<file path="src/rtl/mux_canales_reg_pkg.sv">
// Shared constants and sizing helpers for the registered channel multiplexer.
package mux_canales_reg_pkg;

  localparam logic MODO_SEL = 1'b0;
  localparam logic MODO_RR  = 1'b1;

  function automatic int clog2(input int n);
    int r;
    r = 0;
    while ((1 << r) < n) r++;
    return r;
  endfunction

  // Channel index width never drops below one bit.
  function automatic int sel_width(input int n);
    return (clog2(n) < 1) ? 1 : clog2(n);
  endfunction

endpackage

</file>
<file path="src/rtl/mux_canales_reg_arbitro_rr.sv">
// Round-robin channel finder: first valid channel at or after the pointer, wrapping.
module arbitro_rr
  import mux_canales_reg_pkg::*;
#(
  parameter int  N_ENTRADAS = 4,
  localparam int SEL_W      = sel_width(N_ENTRADAS)
) (
  input  logic [N_ENTRADAS-1:0] valid_i,
  input  logic [SEL_W-1:0]      ptr_i,
  output logic [SEL_W-1:0]      grant_o,
  output logic                  grant_ok_o
);

  logic [SEL_W-1:0] idx;

  // Scan in priority order starting at the pointer; the first hit locks the grant.
  always_comb begin
    grant_o    = '0;
    grant_ok_o = 1'b0;
    idx        = '0;
    for (int i = 0; i < N_ENTRADAS; i++) begin
      idx = SEL_W'((int'(ptr_i) + i) % N_ENTRADAS);
      if (!grant_ok_o && valid_i[idx]) begin
        grant_ok_o = 1'b1;
        grant_o    = idx;
      end
    end
  end

endmodule

</file>
<file path="src/rtl/mux_canales_reg.sv">
// N-input registered multiplexer with valid/ready handshake, selecting by explicit
// index or round-robin, feeding one output register that stalls on back-pressure.
module mux_canales_reg
  import mux_canales_reg_pkg::*;
#(
  parameter int  ANCHO      = 11,
  parameter int  N_ENTRADAS = 4,
  localparam int SEL_W      = sel_width(N_ENTRADAS)
) (
  input  logic                        clk,
  input  logic                        reset,
  input  logic                        modo,
  input  logic [SEL_W-1:0]            sel,
  input  logic [N_ENTRADAS*ANCHO-1:0] entrada,
  input  logic [N_ENTRADAS-1:0]       entrada_valida,
  output logic [N_ENTRADAS-1:0]       entrada_lista,
  output logic [ANCHO-1:0]            salida,
  output logic                        salida_valida,
  output logic [SEL_W-1:0]            salida_canal,
  input  logic                        salida_lista
);

  logic                   carga;
  logic                   transfer;
  logic                   elegido_ok;
  logic [SEL_W-1:0]       elegido;
  logic [SEL_W-1:0]       rr_grant;
  logic                   rr_ok;
  logic [ANCHO-1:0]       datos_elegido;
  logic [SEL_W-1:0]       ptr_q, ptr_d;
  logic [ANCHO-1:0]       datos_q;
  logic                   valida_q;
  logic [SEL_W-1:0]       canal_q;

  arbitro_rr #(
    .N_ENTRADAS(N_ENTRADAS)
  ) u_arbitro (
    .valid_i   (entrada_valida),
    .ptr_i     (ptr_q),
    .grant_o   (rr_grant),
    .grant_ok_o(rr_ok)
  );

  // The output register can accept a word when empty or being drained this cycle.
  assign carga = !valida_q || salida_lista;

  always_comb begin
    if (modo == MODO_RR) begin
      elegido    = rr_grant;
      elegido_ok = rr_ok;
    end else begin
      elegido    = sel;
      elegido_ok = (int'(sel) < N_ENTRADAS);
    end
  end

  always_comb begin
    entrada_lista = '0;
    datos_elegido = '0;
    for (int c = 0; c < N_ENTRADAS; c++) begin
      entrada_lista[c] = !reset && carga && elegido_ok && (elegido == SEL_W'(c));
      if (elegido == SEL_W'(c)) datos_elegido = entrada[c*ANCHO +: ANCHO];
    end
  end

  assign transfer = |(entrada_valida & entrada_lista);

  // Pointer advances past the served channel only in round-robin mode.
  always_comb begin
    ptr_d = ptr_q;
    if (transfer && (modo == MODO_RR)) begin
      ptr_d = (int'(elegido) == N_ENTRADAS - 1) ? '0 : elegido + 1'b1;
    end
  end

  always_ff @(posedge clk) begin
    if (reset) begin
      datos_q  <= '0;
      valida_q <= 1'b0;
      canal_q  <= '0;
      ptr_q    <= '0;
    end else begin
      ptr_q <= ptr_d;
      if (carga) begin
        valida_q <= transfer;
        if (transfer) begin
          datos_q <= datos_elegido;
          canal_q <= elegido;
        end
      end
    end
  end

  assign salida        = datos_q;
  assign salida_valida = valida_q;
  assign salida_canal  = canal_q;

endmodule
</file>
<file path="config.mk">
export PLATFORM = sky130hd
export DESIGN_NAME = mux_canales_reg
export DESIGN_NICKNAME = d
export VERILOG_FILES = /design/src/rtl/mux_canales_reg_pkg.sv /design/src/rtl/mux_canales_reg_arbitro_rr.sv /design/src/rtl/mux_canales_reg.sv
export SDC_FILE = /design/constraint.sdc
export NUM_CORES = 1
export LEC_CHECK = 0
export CAP_MARGIN = 20
export CORE_MARGIN = 2
export CORE_UTILIZATION = 36
export DETAILED_ROUTE_END_ITERATION = 7
export HOLD_SLACK_MARGIN = 0.02
export PLACE_DENSITY = 0.91
export SLEW_MARGIN = 20
export SYNTH_ARGS = -nofsm -noshare
export SYNTH_HDL_FRONTEND = slang
export SYNTH_SLANG_ARGS = --single-unit
</file>
<file path="constraint.sdc">
create_clock -name clk -period 2.9 [get_ports clk]
set_clock_uncertainty 0.1 [all_clocks]
set_input_delay 0.29 -clock clk [delete_from_list [all_inputs] [get_ports clk]]
set_output_delay 0.29 -clock clk [all_outputs]
set_load 0.01 [all_outputs]
</file>
Word-level counts from Yosys, hierarchy flattened
Cells that the tools add are included.

Flip-flop bits (word level): 16. Input port bits: 54.

Add/sub/neg operators: 4. $lt $le $gt $ge: 4. Eq/ne operators: 4. Mux-type cells: 23. Bitwise logic cells: 1. Reduce and logical (&&, ||, !) cells: 19.

Operator list (number): 11-bit 2-to-1 mux (4); 2-bit by 3-bit less-than comparator with 1-bit output, second input constant (4); 2-bit 2-to-1 mux (6); 1-bit logical AND (10); 1-bit 2-to-1 mux (9); 1-bit binary-select mux with 2-bit select (4); 1-bit logical NOT (5); 2-bit by 1-bit adder with 2-bit output, second input constant (2); 2-bit adder, second input constant (2); 4-bit bitwise AND (1); 2-bit by 1-bit == test with 1-bit output, second input constant (2); 2-bit == test, second input constant (2); 4-bit OR reduction (1); 2-bit logical NOT (1); 2-bit AND reduction (1); 1-bit logical OR (1).

Depth between registers and ports, before layout
Gate-level depths: netlist of run 1.

Depth in word-level cells: 18. Mapped depth: 11. Depth with buffers taken out: 9.

Modules after synthesis
From an unflattened synthesis of run 1, not the netlist that was laid out.

Cell total of the unflattened synthesis: 163. Area, all modules: 1186.1 um^2.

By module, submodules not included: mux_canales_reg (times used 1, cells each 148, area an instance 1108.6 um^2, sequential area each 320.3 um^2); arbitro_rr (times used 1, cells each 15, area an instance 77.6 um^2, sequential area each 0.0 um^2).

Worst setup path before layout of run 1
Ideal clock, no wire load.

Path kind: input -> register. From: input modo. To: register ptr_q[0]. Arrival time: 2.165 ns. Required time: 2.684 ns. Setup slack: 0.519 ns. Stages on the path: 11. Cell sequence: buf_2 nor2b_2 a31oi_1 or3_1 inv_1 ha_1 a22oi_1 a221oi_2 buf_4 nand2_1 o211a_1.

Cells in the longest elaborated chain, start to end: 6. Elaborated cells on any way between the ends: 17.

Ends and longest elaborated chain: from (decl) (line mux_canales_reg.sv:12) `input logic modo,`; 2-bit 2-to-1 mux * (line mux_canales_reg.sv:48) `if (modo == MODO_RR) begin`; named net elegido[1] (line mux_canales_reg.sv:26) `logic [SEL_W-1:0] elegido;`; 2-bit by 1-bit == test with 1-bit output (tied with other cells) (line mux_canales_reg.sv:61) `entrada_lista[c] = !reset && carga && elegido_ok && (elegido == SEL_W'(c));`; 1-bit logical AND (line mux_canales_reg.sv:61); 4-bit bitwise AND (line mux_canales_reg.sv:66) `assign transfer = |(entrada_valida & entrada_lista);`; 4-bit OR reduction (line mux_canales_reg.sv:66); 1-bit logical AND (line mux_canales_reg.sv:71) `if (transfer && (modo == MODO_RR)) begin`; to (signal assigned) (line mux_canales_reg.sv:83) `ptr_q <= ptr_d;`; to (decl) (line mux_canales_reg.sv:30) `logic [SEL_W-1:0] ptr_q, ptr_d;`.

The timed path passes the listed nets; every way through them passes the cells marked *. A chain may end at the register's enable or synchronous reset.

Worst setup path after layout of run 1
From: input entrada_valida[0]. To: output entrada_lista[0].

Cells in the longest elaborated chain, start to end: 15. Elaborated cells on any way between the ends: 27.

Ends and longest elaborated chain: from (decl) (line mux_canales_reg.sv:15) `input logic [N_ENTRADAS-1:0] entrada_valida,`; 1-bit binary-select mux with 2-bit select (line mux_canales_reg_arbitro_rr.sv:23) `if (!grant_ok_o && valid_i[idx]) begin`; 1-bit 2-to-1 mux (not written as such) (line mux_canales_reg_arbitro_rr.sv:23); 1-bit 2-to-1 mux (line mux_canales_reg_arbitro_rr.sv:23); 1-bit logical NOT (line mux_canales_reg_arbitro_rr.sv:23); 1-bit logical AND (line mux_canales_reg_arbitro_rr.sv:23); 1-bit 2-to-1 mux (line mux_canales_reg_arbitro_rr.sv:23); 1-bit logical NOT (line mux_canales_reg_arbitro_rr.sv:23); 1-bit logical AND (line mux_canales_reg_arbitro_rr.sv:23); 1-bit 2-to-1 mux (line mux_canales_reg_arbitro_rr.sv:23); 1-bit logical NOT (line mux_canales_reg_arbitro_rr.sv:23); 1-bit logical AND (line mux_canales_reg_arbitro_rr.sv:23); 2-bit 2-to-1 mux or 1-bit 2-to-1 mux (tied branches) (line mux_canales_reg_arbitro_rr.sv:23); 2-bit 2-to-1 mux or 1-bit 2-to-1 mux (tied branches) (line mux_canales_reg.sv:48); 2-bit logical NOT or 1-bit logical AND (tied branches) (line mux_canales_reg.sv:61); 1-bit logical AND * (line mux_canales_reg.sv:61); to (decl) (line mux_canales_reg.sv:16) `output logic [N_ENTRADAS-1:0] entrada_lista,`.

Every way passes the cells marked *; elsewhere a longest branch is shown, timed or not. The select of a mux whose other input is x is not followed.

==> results.toml, run 1 <==
[setup_path]
r2r_setup_slack_ns = 0.35
start_kind = "input pin"
path_cells = "clkdlybuf4s50_1 -> nand2b_1 -> and4b_1 -> o21ai_2 -> and2_4 -> ha_1 -> buf_4 -> and2_1 -> clkdlybuf4s50_1"
slowest_delay_ns = 0.54
end_kind = "primary output"
worstPathRequired_ns = 2.51
critPathKind = "input pin to primary output"
path_delay_family = "buffers and inverters"
cp_num_buf_inv = 3
cpMaxStageDelayCell = "clkdlybuf4s50_1"
path_max_fanout = 4
arrival_ns = 2.43
crit_top_cell = "clkdlybuf4s50_1"

[synth]
synth_seq_cells = 16
synthMuxAreaShare = 0.008889
synthAdderAreaFrac = 0.04444
synth_area_mm2 = 0.001126
synth-simple-area-share = 0.1667
syn_inst = 148
synth_top_family_by_area = "compound AO/OA/AOI/OAI gates"
ys_seq_area_frac = 0.2844
synthXorXnorAreaFrac = 0
synth_fp_nets = 206
avgSynthCellArea_um2 = 7.609
ys_types = 30
synth_compound_gate_area_share = 0.3922
yosys_warnings = 0

[timing]
tightestPinTransition_ns = 0.4387
slew_headroom = 0.7062
max_freq_mhz = 354.0
drv_slew = 0
finalCritPeriodShare = 0.9741
finalSetupViolations = 0
period_needed_ns = 2.825
hold_viol = 0

[flow_run]
max_cap_violations = 0

[outcome]
status = "finished, final reports clean"

[finish]
finalNonFillerCells = 265
nNetsFinal = 291
area_growth_pct = 81.78
diodes = 0
drive_above_1_share = 0.1422

[floorplanning]
rows = 20
core_area_mm2 = 0.003003
io-pin-count = 72
floorplan.initialDensity = 0.3750
die-area_mm2 = 0.003592
die_y_um = 59.93
die_w_um = 59.93

[routing]
wirelength_um = 3708
drt-vias-per-instance = 5.302
via_count = 1405
drtIter0Drc = 47
wl_per_cell_um = 13.99
drtAntennaViolNets = 0
firstDrtPassIters = 6
drc = 0

[global_route]
grt_pass1_wl_um = 5747
antenna_found_initial = 0
grt_max_degree = 23
gr-usage-all-layers = 0.2084
grt-ovfl-total = 0
grt_pass1_vias = 1344

[placed_design]
dp.cells = 261
dpl.hpwl_um = 2828
port_buffers = 71
globalplace.congestion = 0.8643

[hold_path]
hold_class = "register to register"

[power_and_ir_drop]
power-per-cell-area_mw_per_mm2 = 371.5
ir_drop_uv = 254.8
leakage_nw = 0.8610
finalPower_mw = 0.7605

[clocking]
cts_max_level = 1
cts_inserted_buffers = 3
cts_tree = "done"
clk_pin_slew_worst_paths_ns = 0.10
cts.path.max_buffers = 2
insertion_delay_ns = 0.29
cts_sinks = 16
holdBufCountCts = 0
root_buffer = "clkbuf_4"
cts_setup_buffers = 0
## cells in the mapped netlist
library cell   n  share of area
a21oi_1        5          0.022
a31oi_1       14          0.078
dfxtp_1       16           0.28
nand2b_1       5          0.028
nand2_1       17          0.057
buf_2          3          0.013
clkbuf_1       5          0.017
o211a_1        1         0.0089
a221oi_1      11          0.086
nand3_1        1         0.0044
and4b_1        1         0.0089
a221oi_2       1          0.013
o21ai_1       13          0.058
inv_1         16          0.053
mux2i_1        1         0.0089
ha_1           4          0.044
a21bo_1        1         0.0089
nor4_1         1         0.0056
a22oi_1        3          0.020
o21ai_0        3          0.013
nor2b_1        1         0.0056
nor2b_2        1         0.0078
buf_4          3          0.020
nor3_1         1         0.0044
a211o_1       10          0.078
or3_1          1         0.0056
nor2_1         2         0.0067
or2_1          1         0.0056
a21o_1         1         0.0067
and2_1         5          0.028
## tightest hold or removal path, delay by kind of cell, from the launching register on
| kind | cells | cell delay (ns) |
|---|---|---|
| AND/OR/NAND/NOR | 1 | 0.05 |
| flip-flops | 1 | 0.33 |
| multiplexers | 1 | 0.05 |
## cells by family (layout without fill, tap and decap cells)
logic type	Yosys count	after routing
adders and majority gates	4	4
DFF	16	16
and+or+nand+nor	37	37
buffers and inverters	27	111
AOI/OAI and AO/OA	63	63
muxes	1	1
## final timing paths
kind                          start          endpoint  depth (start not counted)
hold / removal      salida_canal[1]   salida_canal[1]                          2
hold reg to reg     salida_canal[1]   salida_canal[1]                          2
setup reg to reg           ptr_q[0]         salida[5]                         11
setup / recovery  entrada_valida[0]  entrada_lista[0]                          9
## where the power goes
part           total (mW)  internal, mW  switching (mW)
Sequential          0.259         0.244          0.0150
Combinational       0.348         0.205           0.143
Clock               0.154        0.0765          0.0776
Total               0.760         0.525           0.236
## routing by layer
| layer | vias up | GRT usage | wire (um) |
|---|---|---|---|
| met5 | - | 0 | 0 |
| met4 | 0 | 0.02857 | 46 |
| met3 | 6 | 0.04545 | 209 |
| met2 | 51 | 0.3696 | 1748 |
| met1 | 633 | 0.2625 | 1703 |
| li1 | 715 | - | - |
## per-stage QoR
stage	hold WS (ns)	cell area, um^2	TNS, ns	util	setup WS (ns)
2_1_floorplan	0.2591	1126	0	-	0.5185
3_3_place_gp	0.3613	1983	-1.426	0.6604	-0.1421
3_5_place_dp	0.3634	1983	-2.343	0.6604	-0.2167
4_1_cts	0.3876	2026	0	0.6746	0.01808
5_1_grt	0.4320	2047	-0.01223	0.6817	-0.01223
6_report	0.3785	2047	0	0.6817	0.07500
## registers in the layout (all words and copies together), names as in the netlist
signal,flops
salida,11
ptr_q,2
salida_canal,2
salida_valida,1
## repair_timing
action / in CTS / in global routing
endpoints found under the hold margin: 0 / 0
pin swaps: 0 / 0
resized for setup: 1 / 8
setup endpoints to repair: 1 / 18
## layout by cell type, fill, tap and decap left out, types with 3 or more instances in the layout
master,count
nand2_1,17
a22oi_1,3
clkbuf_4,3
buf_4,20
a211o_1,10
dfxtp_1,16
a221oi_1,10
o21ai_1,13
nand2b_1,5
a31oi_1,14
ha_1,3
and2_1,4
clkdlybuf4s50_1,70
a21oi_1,5
inv_1,16
## cell type report
class / count / area, um^2
fill: 247 / 955.9
multi-input combinational: 105 / 725.7
clock buffer: 4 / 36.28
tap: 33 / 41.29
inverter: 16 / 60.06
timing repair buffer: 91 / 863.3
sequential: 16 / 320.3
Note: power is estimated with default switching activity, not from simulation.
==> inputs of run 2 (changes only) <==
CORE_ASPECT_RATIO = 1.1   (was not set)
==> run 2 against run 1 <==
  * Critical path depth fell by 1
  * Clock power fell by 3%
  * Register-to-register slack got worse by 0.07 ns
  * Critical endpoint unchanged
==> results.toml, run 2 (synthesis results as in run 1) <==
[outcome]
status = "finished, final reports clean"

[power_and_ir_drop]
finalPower_mw = 0.7461
leakage_nw = 0.8232
ir_drop_uv = 246.2
power-per-cell-area_mw_per_mm2 = 377.6

[setup_path]
path_delay_family = "buffers and inverters"
path_cells = "clkdlybuf4s50_1 -> inv_1 -> a221oi_1 -> o21ai_2 -> and2_1 -> ha_1 -> and2_1 -> clkdlybuf4s50_1"
r2r_start = "ptr_q[0]"
crit_start = "entrada_valida[3]"
end_kind = "primary output"
critPathKind = "input pin to primary output"
cpMaxStageDelayCell = "clkdlybuf4s50_1"
slowest_delay_ns = 0.51
worstPathRequired_ns = 2.51
path_max_fanout = 4
cp_num_buf_inv = 3
arrival_ns = 2.47
start_kind = "input pin"

[global_route]
grt-ovfl-total = 0
grt_pass1_wl_um = 5920
antenna_found_initial = 0
grt_pass1_vias = 1397
gr-usage-all-layers = 0.2053
grt_max_degree = 23

[timing]
finalCritPeriodShare = 0.9873
max_freq_mhz = 349.3
hold_viol = 0
drv_slew = 0
tightestPinTransition_ns = 0.4444
slew_headroom = 0.7038
finalSetupViolations = 0
period_needed_ns = 2.863

[floorplanning]
core_area_mm2 = 0.003022
die-area_mm2 = 0.003592
io-pin-count = 72
die_y_um = 62.66
rows = 21
die_w_um = 57.33
floorplan.initialDensity = 0.3727

[clocking]
root_buffer = "clkbuf_4"
cts_sinks = 16
cts.path.max_buffers = 2
clk_pin_slew_worst_paths_ns = 0.09
insertion_delay_ns = 0.29
cts_setup_buffers = 0
cts_tree = "done"
holdBufCountCts = 0
cts_inserted_buffers = 3
cts_max_level = 1

[finish]
drive_above_1_share = 0.09375
fin_area_mm2 = 0.001976
final_common_cell = "clkdlybuf4s50_1"
nFillCells = 261
final_cell_mix = "69 x clkdlybuf4s50_1, 17 x nand2_1, 16 x inv_1, 16 x dfxtp_1, 14 x a31oi_1"
largest_register_ffs = 11
seqCellArea_um2 = 320.3
diodes = 0
multi_input_area_um2 = 698.2
nNetsFinal = 283
finalNonFillerCells = 258
final_core_util = 0.6538
area_growth_pct = 75.44

[routing]
drtIter0Drc = 71
drc = 0
drtAntennaViolNets = 0
wirelength_um = 3708
via_count = 1393
drt-vias-per-instance = 5.399
wl_per_cell_um = 14.37
firstDrtPassIters = 4

[placed_design]
globalplace.congestion = 0.8157
post_dp_cell_area_mm2 = 0.001926
port_buffers = 71
dpl.hpwl_um = 2908
dp.cells = 254

[hold_path]
holdCritStartpoint = "salida_canal[1]"
hold_class = "register to register"

[flow_run]
max_cap_violations = 0
==> run 2: worst reg2reg max path, stage by stage, from the launching register on <==
cell and delay (ns):
dfxtp_1 0.41, inv_1 0.08, a221oi_1 0.44, o21ai_2 0.15, and2_1 0.18, ha_1 0.25, a22oi_1 0.27, a221oi_2 0.09
buf_4 0.18, buf_12 0.15, o21ai_1 0.13, a31oi_1 0.07
==> run 2: metrics by stage <==
stage,setup slack [ns],setup TNS [ns],hold WS [ns]
6_report,0.03676,0,0.3763
3_5_place_dp,-0.08320,-0.2327,0.3718
4_1_cts,0.01617,0,0.3844
2_1_floorplan,0.5185,0,0.2591
5_1_grt,-0.06285,-0.1191,0.4019
3_3_place_gp,0.005694,0,0.3581
==> run 2: per-layer routing <==
layer  share of wire  global-route usage  vias up
li1                -                   -      695
met1            0.39              0.2303      621
met5               0                   0        -
met4           0.020             0.06977        0
met2            0.51              0.3664       69
met3           0.080             0.05590        8
==> run 2: area by class of cell <==
class | count | share of cell area
timing repair buffer | 83 | 0.4142
multi-input combinational | 105 | 0.3534
sequential | 16 | 0.1621
inverter | 16 | 0.03040
tap | 34 | 0.02153
clock buffer | 4 | 0.01837
==> run 2: worst paths after layout <==
path,slack [ns],endpoint,cells past startpoint
hold / removal,0.38,salida_canal[1],2
setup / recovery,0.04,entrada_lista[0],8
setup reg to reg,0.28,salida[2],11
hold reg to reg,0.38,salida_canal[1],2
==> run 2: report_power, final <==
part	switching, mW	internal, mW	total, mW
Combinational	0.141	0.195	0.336
Sequential	0.0164	0.244	0.260
Clock	0.0731	0.0765	0.150
Total	0.231	0.515	0.746
==> run 2: repair_timing <==
item | 4_1_cts | 5_1_grt
endpoints found under the hold margin | 0 | 0
resized for setup | 0 | 5
endpoints found under the setup margin | 0 | 4
